`src/rtl/ifu_pkg.sv`:
```
// Shared types and constants for the prefetching instruction-fetch unit.
package ifu_pkg;

  // Fetch sequencer states: RUN may issue, WAIT holds one live request,
  // DROP holds one request whose response must be thrown away.
  typedef enum logic [1:0] {
    ST_RUN  = 2'd0,
    ST_WAIT = 2'd1,
    ST_DROP = 2'd2
  } ifu_state_e;

  localparam int unsigned INST_W       = 32;
  localparam logic [31:0] IFU_RESET_PC = 32'h0000_0000;

endpackage

```
`src/rtl/ifu_fifo.sv`:
```
// Show-ahead FIFO with synchronous flush; head entry is visible while count > 0.
module ifu_fifo #(
  parameter int unsigned WIDTH = 64,
  parameter int unsigned DEPTH = 4,
  localparam int unsigned PTR_W = $clog2(DEPTH),
  localparam int unsigned CNT_W = PTR_W + 1
) (
  input  logic             clk,
  input  logic             rst_n,
  input  logic             push,
  input  logic [WIDTH-1:0] push_data,
  input  logic             pop,
  input  logic             flush,
  output logic [WIDTH-1:0] head_data,
  output logic [CNT_W-1:0] count
);

  logic [WIDTH-1:0] mem_q [DEPTH];
  logic [WIDTH-1:0] mem_d [DEPTH];
  logic [PTR_W-1:0] wr_ptr_q, wr_ptr_d;
  logic [PTR_W-1:0] rd_ptr_q, rd_ptr_d;
  logic [CNT_W-1:0] count_q, count_d;
  logic             empty;
  logic             full;
  logic             do_push;
  logic             do_pop;

  assign empty     = (count_q == '0);
  assign full      = (count_q == CNT_W'(DEPTH));
  assign do_pop    = pop & ~empty;
  assign do_push   = push & (~full | do_pop);
  assign head_data = mem_q[rd_ptr_q];
  assign count     = count_q;

  // Next-state for storage, pointers and occupancy; flush wins over push/pop.
  always_comb begin
    mem_d    = mem_q;
    wr_ptr_d = wr_ptr_q;
    rd_ptr_d = rd_ptr_q;
    count_d  = count_q;
    if (flush) begin
      wr_ptr_d = '0;
      rd_ptr_d = '0;
      count_d  = '0;
    end else begin
      if (do_push) begin
        mem_d[wr_ptr_q] = push_data;
        wr_ptr_d        = wr_ptr_q + PTR_W'(1);
      end
      if (do_pop) begin
        rd_ptr_d = rd_ptr_q + PTR_W'(1);
      end
      unique case ({do_push, do_pop})
        2'b10:   count_d = count_q + CNT_W'(1);
        2'b01:   count_d = count_q - CNT_W'(1);
        default: count_d = count_q;
      endcase
    end
  end

  // State registers.
  always_ff @(posedge clk or negedge rst_n) begin
    if (!rst_n) begin
      for (int unsigned i = 0; i < DEPTH; i++) begin
        mem_q[i] <= '0;
      end
      wr_ptr_q <= '0;
      rd_ptr_q <= '0;
      count_q  <= '0;
    end else begin
      mem_q    <= mem_d;
      wr_ptr_q <= wr_ptr_d;
      rd_ptr_q <= rd_ptr_d;
      count_q  <= count_d;
    end
  end

endmodule

```
`src/rtl/ifu_prefetch.sv`:
```
// Instruction fetch with prefetch FIFO, single outstanding memory request and
// redirect-driven flush. Decode sees a valid/ready stream of {pc, inst, pc+8}.
module ifu_prefetch
  import ifu_pkg::*;
#(
  parameter int unsigned       ADDR_W   = 32,
  parameter int unsigned       DEPTH    = 4,
  parameter logic [ADDR_W-1:0] RESET_PC = ADDR_W'(IFU_RESET_PC)
) (
  input  logic              clock,
  input  logic              reset,
  input  logic              gp_branch,
  input  logic              fp_branch,
  input  logic              jump,
  input  logic              use_reg,
  input  logic [ADDR_W-1:0] target_pc,
  input  logic [ADDR_W-1:0] pc_from_reg,
  output logic              mem_req,
  output logic [ADDR_W-1:0] mem_addr,
  input  logic              mem_ready,
  input  logic              mem_rvalid,
  input  logic [INST_W-1:0] mem_rdata,
  output logic              inst_valid,
  input  logic              inst_ready,
  output logic [INST_W-1:0] inst_out,
  output logic [ADDR_W-1:0] pc_out,
  output logic [ADDR_W-1:0] pc_8_out
);

  localparam int unsigned CNT_W = $clog2(DEPTH) + 1;
  localparam int unsigned ENT_W = ADDR_W + INST_W;

  ifu_state_e        state_q, state_d;
  logic [ADDR_W-1:0] fetch_pc_q, fetch_pc_d;
  logic              mem_req_q, mem_req_d;

  logic              redirect;
  logic [ADDR_W-1:0] redirect_pc;
  logic              accept;
  logic              outstanding;
  logic              fifo_push;
  logic              fifo_pop;
  logic [CNT_W-1:0]  fifo_count;
  logic [CNT_W-1:0]  count_nxt;
  logic [ENT_W-1:0]  head;
  logic [ADDR_W-1:0] head_pc;

  assign redirect    = use_reg | jump | gp_branch | fp_branch;
  assign accept      = mem_req_q & mem_ready;
  assign outstanding = (state_q != ST_RUN);
  assign inst_valid  = (fifo_count != '0);

  // Redirect target: register jumps take priority; word-align the result.
  always_comb begin
    redirect_pc = use_reg ? pc_from_reg : target_pc;
    redirect_pc = redirect_pc & ~ADDR_W'(3);
  end

  // Redirect suppresses both push and pop; the FIFO is flushed instead.
  assign fifo_push = ~redirect & (state_q == ST_WAIT) & mem_rvalid;
  assign fifo_pop  = ~redirect & inst_valid & inst_ready;

  ifu_fifo #(
    .WIDTH (ENT_W),
    .DEPTH (DEPTH)
  ) u_fifo (
    .clk       (clock),
    .rst_n     (reset),
    .push      (fifo_push),
    .push_data ({fetch_pc_q, mem_rdata}),
    .pop       (fifo_pop),
    .flush     (redirect),
    .head_data (head),
    .count     (fifo_count)
  );

  // Occupancy after this edge, used to decide next cycle's request.
  always_comb begin
    count_nxt = fifo_count;
    if (redirect) begin
      count_nxt = '0;
    end else begin
      unique case ({fifo_push, fifo_pop})
        2'b10:   count_nxt = fifo_count + CNT_W'(1);
        2'b01:   count_nxt = fifo_count - CNT_W'(1);
        default: count_nxt = fifo_count;
      endcase
    end
  end

  // Fetch sequencer next state. A redirect with a request still in flight
  // (including one accepted this very cycle) must swallow its response.
  always_comb begin
    state_d    = state_q;
    fetch_pc_d = fetch_pc_q;
    if (redirect) begin
      fetch_pc_d = redirect_pc;
      if ((outstanding & ~mem_rvalid) | accept) begin
        state_d = ST_DROP;
      end else begin
        state_d = ST_RUN;
      end
    end else begin
      unique case (state_q)
        ST_RUN: begin
          if (accept) state_d = ST_WAIT;
        end
        ST_WAIT: begin
          if (mem_rvalid) begin
            fetch_pc_d = fetch_pc_q + ADDR_W'(4);
            state_d    = ST_RUN;
          end
        end
        ST_DROP: begin
          if (mem_rvalid) state_d = ST_RUN;
        end
        default: state_d = ST_RUN;
      endcase
    end
    // Request is registered: raise it for the next cycle only when the
    // sequencer will be idle and the FIFO will have room.
    mem_req_d = (state_d == ST_RUN) && (count_nxt < CNT_W'(DEPTH));
  end

  // Sequencer registers.
  always_ff @(posedge clock or negedge reset) begin
    if (!reset) begin
      state_q    <= ST_RUN;
      fetch_pc_q <= RESET_PC;
      mem_req_q  <= 1'b0;
    end else begin
      state_q    <= state_d;
      fetch_pc_q <= fetch_pc_d;
      mem_req_q  <= mem_req_d;
    end
  end

  assign mem_req  = mem_req_q;
  assign mem_addr = fetch_pc_q;

  assign head_pc  = head[ENT_W-1:INST_W];
  assign inst_out = inst_valid ? head[INST_W-1:0] : '0;
  assign pc_out   = inst_valid ? head_pc : '0;
  assign pc_8_out = inst_valid ? (head_pc + ADDR_W'(8)) : '0;

endmodule

```
`config.mk`:
```
export PLATFORM = sky130hd
export DESIGN_NAME = ifu_prefetch
export DESIGN_NICKNAME = d
export VERILOG_FILES = /design/src/rtl/ifu_pkg.sv /design/src/rtl/ifu_fifo.sv /design/src/rtl/ifu_prefetch.sv
export SDC_FILE = /design/constraint.sdc
export NUM_CORES = 1
export LEC_CHECK = 0
export ABC_AREA = 1
export CORE_MARGIN = 1.5
export CORE_UTILIZATION = 40
export CTS_CLUSTER_SIZE = 24
export DETAILED_ROUTE_END_ITERATION = 8
export PLACE_DENSITY = 0.64
export SKIP_LAST_GASP = 1
export SLEW_MARGIN = 20
export SYNTH_ARGS = -nofsm -noshare
export SYNTH_HDL_FRONTEND = slang
export SYNTH_SLANG_ARGS = --single-unit
```
`constraint.sdc`:
```
create_clock -name clock -period 4.09 [get_ports clock]
set_input_delay 0.818 -clock clock [delete_from_list [all_inputs] [get_ports clock]]
set_output_delay 0.818 -clock clock [all_outputs]
set_load 0.1 [all_outputs]
```
; ---- Yosys cells after proc, flatten, opt, wreduce, memory -nomap -nowiden
; Cells that the tools add are included.
[word_totals]
reg_bits = 298
elab_cells = 87
out_inout_bits = 130
[op_classes]
reduce_logical = 15
n_eq_ne = 7
addsub = 6
n_lt_le_gt_ge = 4
mux = 26
n_bitwise = 19
[ops]
columns = op, count
row1 = 256-bit bitwise mux, 1
row2 = 32-bit 2-to-1 mux, 7
row3 = 64-bit 2-to-1 mux, 3
row4 = 64-bit binary-select mux with 2-bit select, 1
row5 = 64-bit demux with 2-bit select, 1
row6 = "32-bit by 3-bit adder with 32-bit output, second input constant", 1
row7 = "32-bit by 4-bit adder with 32-bit output, second input constant", 1
row8 = 2-bit 2-to-1 mux, 8
row9 = 3-bit case mux with 2 select lines, 2
row10 = 2-bit nonzero test, 5
row11 = 1-bit bitwise AND, 8
row12 = "2-bit by 1-bit equality test with 1-bit output, second input constant", 3
row13 = "2-bit equality test, second input constant", 3
row14 = "3-bit >= comparator, second input constant", 2
row15 = 3-bit 2-to-1 mux, 2
row16 = 2-bit NOT with 3-bit output, 2
row17 = 3-bit nonzero test, 2
row18 = 1-bit OR, 5
row19 = "2-bit by 1-bit adder with 2-bit output, second input constant", 2
row20 = 2-bit logical NOT, 2
row21 = 1-bit NOT, 4
row22 = 2-bit case mux with 2 select lines, 1
row23 = 2-bit AND reduction, 2
row24 = "3-bit by 1-bit adder with 3-bit output, second input constant", 1
row25 = other kinds (7), 8

; ---- Logic depth before layout (Yosys ltp)
[depth]
ltp_word = 12
mapped_depth = 15
mapped_depth_nobuf = 14

; ---- By module
; Synthesis repeated with hierarchy kept, for this count alone.
[hier_totals]
cells_unflattened = 2040
hier_area_um2 = 15901.5
[modules_own_cells]
columns = module, area_each_um2, instances, cells_per_inst
row1 = ifu_fifo, 11721.2, 1, 1310
row2 = ifu_prefetch, 4180.3, 1, 730

; ---- Worst setup path after synthesis
; Ideal clock, no wire load.
[synth_path]
path_kind = register to output
from = register u_fifo.count_q[0] (netlist: u_fifo.count[0])
to = output port pc_8_out[8]
required_time_ns = 3.272
arrival_time_ns = 3.718
slack_ns = -0.446
stages_incl_launch_ff = 8
cell_sequence = dfrtp_1 > inv_1 > ha_1 > nand2_1 > inv_1 > nor2_1 > a31oi_1 > a21oi_1
[synth_via]
elab_chain_len = 2
[synth_lines]
columns = element, line
row1 = "start, declared", ifu_fifo.sv:22  ; logic [CNT_W-1:0] count_q, count_d;
row2 = "start signal, assigned", ifu_fifo.sv:74  ; count_q <= count_d;
row3 = 3-bit nonzero test, ifu_prefetch.sv:51  ; assign inst_valid = (fifo_count != '0);
row4 = 32-bit 2-to-1 mux, ifu_prefetch.sv:144  ; assign pc_8_out = inst_valid ? (head_pc + ADDR_W'(8)) : '0;
row5 = "end, declared", ifu_prefetch.sv:27  ; output logic [ADDR_W-1:0] pc_8_out
; No other way between the ends.

; ---- Final worst setup path
[layout_path]
from = register u_fifo.rd_ptr_q[0]
to = output port pc_8_out[26]
[layout_via]
elab_chain_len = 6
[layout_lines]
columns = element, line
row1 = "start, declared", ifu_fifo.sv:21  ; logic [PTR_W-1:0] rd_ptr_q, rd_ptr_d;
row2 = "start signal, assigned", ifu_fifo.sv:73  ; rd_ptr_q <= rd_ptr_d;
row3 = 2-bit NOT with 3-bit output (not written as such), ifu_fifo.sv:32  ; assign head_data = mem_q[rd_ptr_q];
row4 = 64-bit binary-select mux with 2-bit select, ifu_fifo.sv:32
row5 = 64-bit 2-to-1 mux (not written as such) (2 in a row), ifu_fifo.sv:32
row6 = 32-bit by 4-bit adder with 32-bit output, ifu_prefetch.sv:144
row7 = 32-bit 2-to-1 mux, ifu_prefetch.sv:144
; No other way between the ends. The select of a mux whose other input is x is not followed.

==> summary.md <==
| Metric | Value |
|---|---|
| Status | finished, final reports clean |
| Multi-input gate area | 7640 um2 |
| Worst Path Max Fanout | 31 |
| R2R depth | 9 |
| Area grow syn2layout | 27.1% |
| Layout cells sized above 1 | 0.148 |
| # port buffers | 224 |
| CP dominant cell by count | nand2_1 |
| Critical path cell sequence | inv_6 -> buf_12 -> nand2_1 -> nand2_1 -> nand2_1 -> nand2_1 -> nand2_1 -> inv_1 -> nand2_1 -> nor2_2 -> nand3_1 -> nand2_1 -> nand2_1 -> nor2_1 -> buf_12 |
| Detailed Routing Iterations Pass 1 | 5 |
| Sink Count | 288 |
| Core footprint | 39,800 um2 |
| Synth Register Bits | 288 |
| Initial antenna violation count | 0 |
| Post-Syn Area | 16,200 um2 |
| Number of fill cells in the layout | 3,800 |
| HPWL after DPL | 32,800 um |
| Synth cell types | 45 |
| Antenna cells | 0 |
| Sequential share of the synthesized area | 0.446 |
| Net count, final | 2,347 |
| Clock root buffer master | clkbuf_16 |
| Main flop type after synthesis | dfrtp_1 |
| RSZ-0062 raised after global routing | yes |
| First-pass GRT wire length | 76,400 um |
| Total CTS buffers | 30 |
| Die X | 204 um |
| FF+latch area | 7210 um2 |
| Critical Path AT | 3110 ps |
| Hold Crit Class | in2async |
| Synth Instances | 2,051 |
| Placed insts | 2,718 |
| Yosys warns | 0 |
| All-Layer GR Usage | 0.229 |
| IR drop worst, VDD | 306 uV |
| Clock Latency Late Sink | 570 ps |
| Power Density | 321 nW/um2 |
| Die height | 204 um |
| Max-cap violations | 0 |
| GPL Wtd Cong | 0.922 |
| Initial Util | 0.406 |
| Grt ovf | 0 |
| Post-synth EDFFs | 0 |
| Post-route setup TNS | 0 ps |
| Final wirelength | 47,800 um |
| Die Area | 41,600 um2 |
| Asr flop ratio synth | 1.00 |
| Worst-path clk slew | 60 ps |
| Top-level port count | 235 |
| Via Count | 14,700 |
| Critical path capture point type | output pin |
| Max Root-Sink Buffers | 3 |
| Peak Freq | 255 MHz |
| Crit path kind | reg2out |
| Initial DRC Count | 1,102 |
| Crit-path slowest cell | dfrtp_4 |
| Skew final | 11.8 ps |
| Worst Setup Start Kind | register |
| Syn avg cell area | 7.88 um2 |
| Fin crit period | 3920 ps |
| Detail Route Antenna Nets | 0 |
| Largest net degree at the start of global routing | 95 |
| CTS tree | built |
| Vias in the first global route | 14,200 |
| Vias/cell | 5.31 |
| Endpoints failing hold | 0 |
| Worst slew pin tran | 1040 ps |
| CP required | 3270 ps |
| # setup viols final | 0 |
| Fin. max-slew vios | 0 |
| Max-slew headroom | 0.304 |
| DRC viols | 0 |
| Post-Layout Cell Count | 2,776 |
| Pleak | 9.34 nW |
| Tcrit/Tclk final | 0.960 |
| Slowest stage delay, CP | 540 ps |
| H-tree depth | 1 |
| Drt wl/cell | 17.2 um |
| Row cnt | 73 |
==> sequential cells by signal, indices dropped and copies added, names as in the netlist <==
register         cells
u_fifo.wr_ptr_q      2
mem_addr            30
u_fifo.count         3
u_fifo.rd_ptr_q      2
u_fifo.mem_q       248
mem_req              1
state_q              2
==> cells in the mapped netlist (all sizes together) (18+ instances only) <==
master | number | share of area
inv | 178 | 0.041
dfrtp | 288 | 0.45
nand2 | 603 | 0.14
buf | 90 | 0.036
nor3 | 18 | 0.0056
mux2 | 77 | 0.054
nor2 | 161 | 0.045
o21ai | 200 | 0.062
a21oi | 126 | 0.039
clkbuf | 33 | 0.0077
o21a | 95 | 0.044
nand3 | 92 | 0.030
==> metal layers <==
layer  vias up  GRT usage  part of all wire
met4         0     0.0593             0.020
li1       7035          -                 -
met5         -          0                 0
met1      7175      0.321              0.45
met3        73     0.0330             0.060
met2       453      0.373              0.47
==> power by group <==
| part | internal [mW] | leakage (nW) | total (mW) | switching, mW |
|---|---|---|---|---|
| clock | 1.66 | 0.502 | 2.82 | 1.16 |
| sequential | 2.89 | 3.49 | 2.96 | 0.0725 |
| combinational | 0.234 | 5.35 | 0.817 | 0.583 |
==> path summary, 6_finish.rpt <==
kind | startpoint | end | slack [ps]
max in group asynchronous | reset | u_fifo.rd_ptr_q[0] | 3040
min | reset | mem_addr[15] | 200
max reg2reg | state_q[1] | u_fifo.mem_q[181] | 1380
min in group clock | u_fifo.mem_q[34] | u_fifo.mem_q[34] | 490
max | u_fifo.rd_ptr_q[0] | pc_8_out[26] | 170
min reg2reg | u_fifo.mem_q[34] | u_fifo.mem_q[34] | 490
==> cells by family after synthesis <==
logic type      share of synthesized area
mux                                0.0586
simple gates                        0.231
compound gates                      0.162
fa+ha+maj                          0.0108
buf+inv                            0.0850
xor+xnor                          0.00596
other cells                      0.000232
flops                               0.446
==> cell usage in the layout (no fill, tap or decap), types with 7 or more instances in the layout <==
| cell type | n |
|---|---|
| mux2i_1 | 8 |
| nor2_1 | 127 |
| mux2_2 | 77 |
| nand2_1 | 583 |
| nor2_2 | 23 |
| a31oi_1 | 11 |
| nand3_1 | 86 |
| ha_1 | 13 |
| nand2_2 | 18 |
| a21oi_1 | 124 |
| clkbuf_1 | 8 |
| buf_12 | 77 |
| dfrtp_1 | 286 |
| o211ai_1 | 11 |
| o21ai_0 | 198 |
| nand4_1 | 13 |
| clkbuf_16 | 32 |
| o21a_1 | 95 |
| buf_4 | 51 |
| clkdlybuf4s50_1 | 129 |
| clkbuf_8 | 7 |
| xor2_1 | 10 |
| nor3_1 | 16 |
| inv_1 | 170 |
| nor2_4 | 11 |
==> timing repair <==
action,in CTS,in global routing
gates resized for setup,0,10
setup buffers,0,1
hold buffers,0,0
endpoints found under the setup margin,0,18
==> worst max-delay path: cells and delay by family, from the launching register on <==
family / cells / cell delay, ps
and+or+nand+nor: 11 / 1170
buffers and inverters: 4 / 790
DFF: 1 / 540
==> cell type report <==
type / instances / share of cell area
Clock buffer: 45 / 0.0427
Clock inverter: 10 / 0.00664
Inverter: 179 / 0.0332
Multi-Input combinational cell: 1466 / 0.372
Sequential cell: 288 / 0.351
Tap cell: 525 / 0.0320
Timing Repair Buffer: 263 / 0.163
==> metrics by stage <==
step / util / area (um2) / setup WS [ps] / total power [mW] / hold slack [ps]
CTS: 0.514 / 20500 / 18.7 / 6.66 / 215
detailed placement: 0.488 / 19400 / 627 / 3.83 / 476
finish: 0.516 / 20500 / 165 / 6.60 / 198
floorplan: - / 16200 / -31.5 / 3.47 / 459
global route: 0.516 / 20500 / -14.3 / 6.83 / 237
global placement: 0.488 / 19400 / 679 / 3.82 / 470
Power figures use the tool's default switching activity.
